==> config.mk <==
export PLATFORM = sky130hd
export DESIGN_NAME = riscv_wb_load
export DESIGN_NICKNAME = d
export VERILOG_FILES = /design/src/rtl/riscv_opcodes_pkg.sv /design/src/rtl/riscv_state_pkg.sv /design/src/rtl/riscv_wb_load_pkg.sv /design/src/rtl/riscv_wb_load_align.sv /design/src/rtl/riscv_wb_load.sv
export SDC_FILE = /design/constraint.sdc
export NUM_CORES = 1
export LEC_CHECK = 0
export CORE_MARGIN = 2
export CORE_UTILIZATION = 32
export CTS_CLUSTER_DIAMETER = 80
export CTS_CLUSTER_SIZE = 28
export DETAILED_ROUTE_END_ITERATION = 8
export PLACE_DENSITY = 0.77
export SETUP_SLACK_MARGIN = 0.5
export SKIP_CTS_REPAIR_TIMING = 1
export SLEW_MARGIN = 20
export SYNTH_ARGS = -nofsm -noshare
export SYNTH_HDL_FRONTEND = slang
export SYNTH_SLANG_ARGS = --single-unit
==> constraint.sdc <==
create_clock -name clk_i -period 3.87 [get_ports clk_i]
set_input_delay 0.774 -clock clk_i [delete_from_list [all_inputs] [get_ports clk_i]]
set_output_delay 0.774 -clock clk_i [all_outputs]
set_load 0.02 [all_outputs]
==> src/rtl/riscv_opcodes_pkg.sv <==
// RV32/RV64 major opcodes and load funct3 encodings used by write-back.
package riscv_opcodes_pkg;

    localparam logic [6:0] OPC_LOAD     = 7'b0000011;
    localparam logic [6:0] OPC_OP_IMM   = 7'b0010011;
    localparam logic [6:0] OPC_AUIPC    = 7'b0010111;
    localparam logic [6:0] OPC_OP_IMM32 = 7'b0011011;
    localparam logic [6:0] OPC_OP       = 7'b0110011;
    localparam logic [6:0] OPC_LUI      = 7'b0110111;
    localparam logic [6:0] OPC_OP32     = 7'b0111011;
    localparam logic [6:0] OPC_JALR     = 7'b1100111;
    localparam logic [6:0] OPC_JAL      = 7'b1101111;
    localparam logic [6:0] OPC_SYSTEM   = 7'b1110011;

    localparam logic [2:0] F3_LB  = 3'b000;
    localparam logic [2:0] F3_LH  = 3'b001;
    localparam logic [2:0] F3_LW  = 3'b010;
    localparam logic [2:0] F3_LD  = 3'b011;
    localparam logic [2:0] F3_LBU = 3'b100;
    localparam logic [2:0] F3_LHU = 3'b101;
    localparam logic [2:0] F3_LWU = 3'b110;

    // Non-load instructions that produce an rd value; CSR ops are SYSTEM with funct3 != 0.
    function automatic logic writes_rd(input logic [6:0] opcode, input logic [2:0] funct3);
        case (opcode)
            OPC_LUI, OPC_AUIPC, OPC_JAL, OPC_JALR,
            OPC_OP_IMM, OPC_OP, OPC_OP_IMM32, OPC_OP32: writes_rd = 1'b1;
            OPC_SYSTEM:                                 writes_rd = (funct3 != 3'b000);
            default:                                    writes_rd = 1'b0;
        endcase
    endfunction

endpackage

==> src/rtl/riscv_state_pkg.sv <==
// FSM state encodings for pipeline stages.
package riscv_state_pkg;

    typedef enum logic [0:0] {
        IDLE = 1'b0,
        WAIT = 1'b1
    } wb_state_t;

endpackage

==> src/rtl/riscv_wb_load_pkg.sv <==
// Pipeline payload types shared between the memory and write-back stages.
package riscv_wb_load_pkg;

    localparam int unsigned ILEN = 32;

    typedef struct packed {
        logic            bubble;
        logic            retired;
        logic            dbg;
        logic [ILEN-1:0] instr;
    } instruction_t;

    typedef struct packed {
        logic any;
        logic illegal_instruction;
        logic load_misaligned;
        logic load_access_fault;
    } interrupts_exceptions_t;

    localparam instruction_t INSN_BUBBLE = '{bubble: 1'b1, retired: 1'b0, dbg: 1'b0, instr: '0};

endpackage

==> src/rtl/riscv_wb_load_align.sv <==
// Load data alignment: shifts the addressed lane down and sign/zero-extends by funct3.
module riscv_wb_load_align
    import riscv_opcodes_pkg::*;
#(
    parameter int unsigned XLEN  = 32,
    parameter int unsigned OFF_W = $clog2(XLEN / 8)
) (
    input  logic [2:0]       funct3,
    input  logic [OFF_W-1:0] off,
    input  logic [XLEN-1:0]  dmem_q,
    output logic [XLEN-1:0]  data_c
);

    logic [XLEN-1:0] shifted_c;

    assign shifted_c = dmem_q >> {off, 3'b000};

    always_comb begin
        data_c = shifted_c;
        case (funct3)
            F3_LB:   data_c = XLEN'($signed(shifted_c[7:0]));
            F3_LH:   data_c = XLEN'($signed(shifted_c[15:0]));
            F3_LW:   data_c = XLEN'($signed(shifted_c[31:0]));
            F3_LBU:  data_c = XLEN'(shifted_c[7:0]);
            F3_LHU:  data_c = XLEN'(shifted_c[15:0]);
            F3_LWU:  data_c = XLEN'(shifted_c[31:0]);
            default: data_c = shifted_c;
        endcase
    end

endmodule

==> src/rtl/riscv_wb_load.sv <==
// Write-back stage: completes loads against the data-memory response and drives the RF write port.
// Optional dmem response timeout is compiled in with RISCV_WB_DMEM_TIMEOUT_EN.
module riscv_wb_load
    import riscv_wb_load_pkg::*;
    import riscv_state_pkg::*;
    import riscv_opcodes_pkg::*;
#(
    parameter int unsigned     XLEN    = 32,
    parameter logic [XLEN-1:0] PC_INIT = XLEN'('h200),
    parameter int unsigned     TIMEOUT = 255
) (
    input  logic                   clk_i,
    input  logic                   rst_i,
    output logic                   wb_stall_o,
    input  logic [XLEN-1:0]        wb_pc_i,
    input  instruction_t           wb_insn_i,
    input  interrupts_exceptions_t wb_exceptions_i,
    input  logic [XLEN-1:0]        wb_r_i,
    input  logic [XLEN-1:0]        wb_memadr_i,
    input  logic                   dmem_ack_i,
    input  logic                   dmem_err_i,
    input  logic [XLEN-1:0]        dmem_q_i,
    output logic [XLEN-1:0]        wb_pc_o,
    output instruction_t           wb_insn_o,
    output interrupts_exceptions_t wb_exceptions_o,
    output logic                   wb_we_o,
    output logic [4:0]             wb_dst_o,
    output logic [XLEN-1:0]        wb_r_o
);

    localparam int unsigned OFF_W = $clog2(XLEN / 8);

    if (XLEN != 32 && XLEN != 64) begin : g_bad_xlen
        $error("riscv_wb_load: XLEN must be 32 or 64");
    end
    if (TIMEOUT < 1 || TIMEOUT > 65535) begin : g_bad_timeout
        $error("riscv_wb_load: TIMEOUT must be in 1..65535");
    end

    wb_state_t              state_q, state_d;
    logic [6:0]             opcode_c;
    logic [4:0]             rd_c;
    logic [2:0]             funct3_c;
    logic                   valid_c, load_c, fault_c, timeout_c;
    logic [XLEN-1:0]        align_c;
    instruction_t           insn_d;
    interrupts_exceptions_t exc_d;
    logic                   we_d;
    logic [4:0]             dst_d;
    logic [XLEN-1:0]        r_d;
    logic                   unused_adr;

    assign opcode_c   = wb_insn_i.instr[6:0];
    assign rd_c       = wb_insn_i.instr[11:7];
    assign funct3_c   = wb_insn_i.instr[14:12];
    assign valid_c    = !wb_insn_i.bubble && !wb_exceptions_i.any;
    assign load_c     = valid_c && (opcode_c == OPC_LOAD);
    assign fault_c    = dmem_err_i || timeout_c;
    assign unused_adr = ^wb_memadr_i[XLEN-1:OFF_W];

`ifdef RISCV_WB_DMEM_TIMEOUT_EN
    localparam int unsigned TW    = $clog2(TIMEOUT + 1);
    localparam int unsigned CNT_W = (TW < 8) ? 8 : ((TW > 16) ? 16 : TW);

    logic [CNT_W-1:0] cnt_q;

    // Counts WAIT cycles; the IDLE cycle that issued the wait is the first stall cycle.
    always_ff @(posedge clk_i or posedge rst_i) begin
        if (rst_i) begin
            cnt_q <= '0;
        end else if (state_q != WAIT) begin
            cnt_q <= '0;
        end else begin
            cnt_q <= cnt_q + CNT_W'(1);
        end
    end

    assign timeout_c = (state_q == WAIT) && (cnt_q == CNT_W'(TIMEOUT - 1));
`else
    assign timeout_c = 1'b0;
`endif

    riscv_wb_load_align #(
        .XLEN (XLEN),
        .OFF_W(OFF_W)
    ) u_align (
        .funct3(funct3_c),
        .off   (wb_memadr_i[OFF_W-1:0]),
        .dmem_q(dmem_q_i),
        .data_c(align_c)
    );

    always_ff @(posedge clk_i or posedge rst_i) begin
        if (rst_i) begin
            state_q <= IDLE;
        end else begin
            state_q <= state_d;
        end
    end

    always_comb begin
        state_d    = state_q;
        wb_stall_o = 1'b0;
        case (state_q)
            IDLE: begin
                if (load_c && !dmem_ack_i && !fault_c) begin
                    state_d    = WAIT;
                    wb_stall_o = 1'b1;
                end
            end
            WAIT: begin
                if (load_c && !dmem_ack_i && !fault_c) begin
                    wb_stall_o = 1'b1;
                end else begin
                    state_d = IDLE;
                end
            end
            default: state_d = IDLE;
        endcase
    end

    // Completion decode: only a retiring instruction clears bubble; a fault outranks ack.
    always_comb begin
        insn_d         = wb_insn_i;
        insn_d.bubble  = 1'b1;
        insn_d.retired = 1'b0;
        exc_d          = wb_insn_i.bubble ? '0 : wb_exceptions_i;
        we_d           = 1'b0;
        dst_d          = wb_insn_i.bubble ? 5'd0 : rd_c;
        r_d            = wb_r_i;
        if (load_c) begin
            if (fault_c) begin
                exc_d.any               = 1'b1;
                exc_d.load_access_fault = 1'b1;
            end else if (dmem_ack_i) begin
                insn_d.bubble  = 1'b0;
                insn_d.retired = 1'b1;
                we_d           = (rd_c != 5'd0);
                r_d            = align_c;
            end
        end else if (valid_c) begin
            insn_d.bubble  = 1'b0;
            insn_d.retired = 1'b1;
            we_d           = writes_rd(opcode_c, funct3_c) && (rd_c != 5'd0);
        end
    end

    always_ff @(posedge clk_i or posedge rst_i) begin
        if (rst_i) begin
            wb_pc_o         <= PC_INIT;
            wb_insn_o       <= INSN_BUBBLE;
            wb_exceptions_o <= '0;
            wb_we_o         <= 1'b0;
            wb_dst_o        <= 5'd0;
            wb_r_o          <= '0;
        end else begin
            wb_pc_o         <= wb_pc_i;
            wb_insn_o       <= insn_d;
            wb_exceptions_o <= exc_d;
            wb_we_o         <= we_d;
            wb_dst_o        <= dst_d;
            wb_r_o          <= r_d;
        end
    end

endmodule

Word-level counts from Yosys, hierarchy flattened --
Cells that the tools add are included.
Storage, ports and cells: register bits 109, latch bits 0, memory bits (writable) 0, memory bits (read-only) 0, input bits 171, word-level logic and storage cells 61, memories kept 0
Cells by class: $add $sub $neg 0, multipliers 0, divide/modulo/power cells 0, $lt $le $gt $ge 0, equal/unequal tests 13, shift operators 1, multiplexer cells 22, bitwise operators 0, reduce and logical (&&, ||, !) cells 13
Operators with widths (count):
- $pmux 32 s4 | 1
- $mux 32 | 3
- $shr 32x5->32 | 1
- $eq 7x5->1 const B | 3
- $eq 7x6->1 const B | 3
- $eq 7x7->1 const B | 3
- $mux 1 | 11
- $mux 2 | 4
- $reduce_or 8->1 | 1
- $eq 7x2->1 const B | 1
- $eq 3x3->1 const B | 2
- $logic_and 1x1->1 | 5
- $mux 5 | 1
- $reduce_bool 5->1 | 1
- $logic_not 1->1 | 4
- $mux 4 | 1
- $eq 3x1->1 const B | 1
- $logic_not 3->1 | 1
- $reduce_bool 3->1 | 1
- $pmux 1 s2 | 1

Longest topological paths before layout --
word-level depth 8, mapped depth 7

Modules after synthesis --
From an unflattened synthesis, not the netlist that was laid out.
Second synthesis, totals: cells, all modules 286, area, all modules 4179.0 µm²
By module, submodules not included:
- riscv_wb_load | times used 1, cells an instance 179, area each 3484.6 µm²
- riscv_wb_load_align | times used 1, cells an instance 107, area each 694.4 µm²

Worst setup path after synthesis --
Ideal clock, no wire load.
kind input to output, start point input port wb_insn_i[3] (netlist bit), end point output port wb_stall_o, arrival time 2.082 ns, required time 3.096 ns, slack 1.014 ns, stages 3, buffers on the path 0, path through or3_4 nor2_1 nor4b_1
Between the ends: word-level cells in the longest chain between the ends 5
Ends and longest elaborated chain:
- start: declaration | line riscv_wb_load.sv:16 | input instruction_t wb_insn_i,
- $eq 7x2->1 | line riscv_wb_load.sv:57 | assign load_c = valid_c && (opcode_c == OPC_LOAD);
- $logic_and 1x1->1 | line riscv_wb_load.sv:57
- $logic_and 1x1->1 (2 in a row) | line riscv_wb_load.sv:106, riscv_wb_load.sv:112
- $mux 1 | line riscv_wb_load.sv:106, riscv_wb_load.sv:112
- end: declaration | line riscv_wb_load.sv:14 | output logic wb_stall_o,
No other way between the ends.

Worst setup path in the final report --
start point input port wb_insn_i[2] (netlist bit), end point output port wb_stall_o
The elaborated chain is that of the path after synthesis.

==> impl_metrics.py <==
metrics = {
    "layout": {
        "area_growth_pct": 75.6,
        "fin_nets": 732,
        "final_util_pct": 57.8,
        "layout-drive-gt1-share_pct": 8.83,
        "final_area_um2": 7000,
        "finalNonFillerCells": 734,
        "fillers": 1024,
        "diodes": 0,
    },
    "clocking": {
        "numClockSinks": 109,
        "cts.path.max_buffers": 2,
        "htreeDepth": 3,
        "cts.reportedPaths.clkPinSlew_ns": 0.07,
        "cts_made_buffers": 9,
        "root_buffer": "clkbuf_16",
        "cts_tree": "done",
    },
    "timing": {
        "post-route-period-util_pct": 81.9,
        "fin_ws_ns": 0.699,
        "period_minus_slack_ns": 3.17,
        "whs_ns": 0.850,
        "rsz0062_at_grt": "false",
        "max_slew_margin_pct": 60.3,
        "slew_viol_final": 0,
        "max_freq_ghz": 0.315,
        "hold_viol": 0,
        "fin_tns_setup_ns": 0,
        "finalSetupViolCount": 0,
        "tightest_slew_ns": 0.592,
    },
    "global_route": {
        "antenna_found_initial": 0,
        "grt_max_degree": 110,
        "overflow": 0,
        "grt_usage_pct": 18.4,
        "grt_pass1_wl_mm": 18.3,
        "grt_pass1_vias": 3329,
    },
    "logic_synthesis": {
        "synth-edff-count": 0,
        "seq_area_frac_synth_pct": 68.5,
        "synth_nets": 483,
        "ys_types": 34,
        "yosysTopAreaCell": "dfrtp_1",
        "async_flop_share_pct": 100,
        "netlist_instances": 312,
        "synth_area_um2": 3990,
        "synth-seq-cells": 109,
        "synth_top_area_share_pct": 67.1,
        "syn-mean-instance-area_um2": 12.8,
        "synth_area_leaders": "dfrtp_1 67%, mux2_2 4.8%, nor2_1 3.7%",
        "ys.flop_type": "dfrtp_1",
        "yosysWarnings": 0,
    },
    "pwr": {
        "p_leak_nw": 2.88,
        "irDropWorstVdd_mv": 0.171,
        "power_density_nw_per_um2": 381,
        "p_total_mw": 2.67,
    },
    "placement": {
        "pre_cts_ws_ns": 0.288,
        "place_hpwl_mm": 9.70,
        "place_congestion": 0.884,
        "port_buffers": 249,
        "dp_cells": 718,
        "placed_cell_area_um2": 6680,
    },
    "floorplan": {
        "die_h_um": 116,
        "rows": 40,
        "die_w_um": 116,
        "dieArea_um2": 13400,
        "initial_core_util_pct": 32.9,
        "io_pins": 281,
        "core_area_um2": 12100,
    },
    "detailed_routing": {
        "firstDrtPassIters": 4,
        "first_iter_violations": 197,
        "antenna_left": 0,
        "wl_mm": 12.4,
        "avgRoutedWirePerCell_um": 16.9,
        "avgViaCountPerCell": 4.54,
        "vias": 3331,
        "drc": 0,
    },
    "critical_path": {
        "startpoint": "wb_insn_i[2]",
        "cp.arrival_ns": 2.40,
        "cp-start-kind": "input port",
        "worstPathRequired_ns": 3.10,
        "cp_max_fo": 5,
        "cp-end-kind": "primary output",
        "path_class": "input port to primary output",
    },
    "flow_run": {
        "maxCapViolCount": 0,
    },
    "hold_path": {
        "hp-start": "wb_pc_i[9]",
        "whs_path_depth": 1,
        "hp-class": "input port to flip-flop",
        "whs_endpoint": "wb_pc_o[9]",
    },
    "outcome": {
        "outcome": "completed",
    },
}
cell usage after synthesis (3+ instances only):
library cell and count:
a211oi_1 7, a21oi_1 19, a31oi_1 18, and2_1 7
buf_2 10, clkbuf_1 4, dfrtp_1 107, inv_1 4
mux2_2 17, mux2i_1 10, nand2_1 18, nand2b_1 3
nor2_1 39, nor2b_1 17, o21ai_0 9
critical path: stages:
cell and delay [ns]:
clkdlybuf4s50_1 0.48, or3_4 0.42, nor2_1 0.21, nor4b_1 0.24
dlymetal6s2s_1 0.27
metal layers:
layer	GRT usage [%]	vias to the layer above	share of wire (%)
met4	9.44	0	3.7
li1	-	1568	-
met2	31.4	167	49
met1	21.3	1568	40
met3	4.71	28	7.4
met5	0	-	0
registers in the layout, indices dropped and copies added (netlist names):
name / cells
wb_insn_o: 35
wb_we_o: 1
wb_exceptions_o: 4
wb_dst_o: 5
wb_r_o: 32
wb_pc_o: 32
how the worst max path moves through the flow:
stage / cells past startpoint / slack [ns] / end
floorplan: 3 / 1.01 / wb_stall_o
global placement: 5 / 0.33 / wb_stall_o
detailed placement: 5 / 0.29 / wb_stall_o
CTS: 5 / 0.29 / wb_stall_o
global route: 5 / 0.60 / wb_stall_o
finish: 5 / 0.70 / wb_stall_o
cells in the final DEF (no fill, tap or decap), drive strengths merged, types with 3 or more instances in the layout:
cell	synthesis	routed
nand2b	3	3
nand2	18	18
a21oi	19	19
dfrtp	107	107
o21ai	9	9
a211oi	7	7
clkbuf	4	10
a31oi	18	18
clkdlybuf4s50	0	248
mux2	17	17
inv	4	7
mux2i	10	10
and2	7	7
nor2b	17	17
nor2	39	39
buf	14	7
logic make-up (layout without fill, tap and decap cells):
kind of cell / after synthesis / after routing / share of synthesized area [%]
AOI/OAI and AO/OA: 59 / 59 / 9.04
and+or+nand+nor: 94 / 94 / 12.0
muxes: 28 / 28 / 7.88
DFF: 109 / 109 / 68.5
buffers and inverters: 22 / 276 / 2.57
cell type report:
cell class | count | area, um^2 | share of cell area [%]
flip-flops and latches | 109 | 2730 | 39.0
repair buffers | 256 | 2570 | 36.7
multi-input cells | 181 | 1150 | 16.5
clock buffers | 10 | 239 | 3.41
well taps | 168 | 210 | 3.00
clock inverters | 6 | 76.3 | 1.09
inverters | 4 | 18.8 | 0.268
where the power goes:
part           switching [mW]  internal (mW)  total [mW]
sequential             0.0165           1.20        1.21
clock                   0.439          0.533       0.972
combinational           0.214          0.267       0.482
total                   0.670           2.00        2.67
No activity file was read; power rests on OpenSTA's default activity.
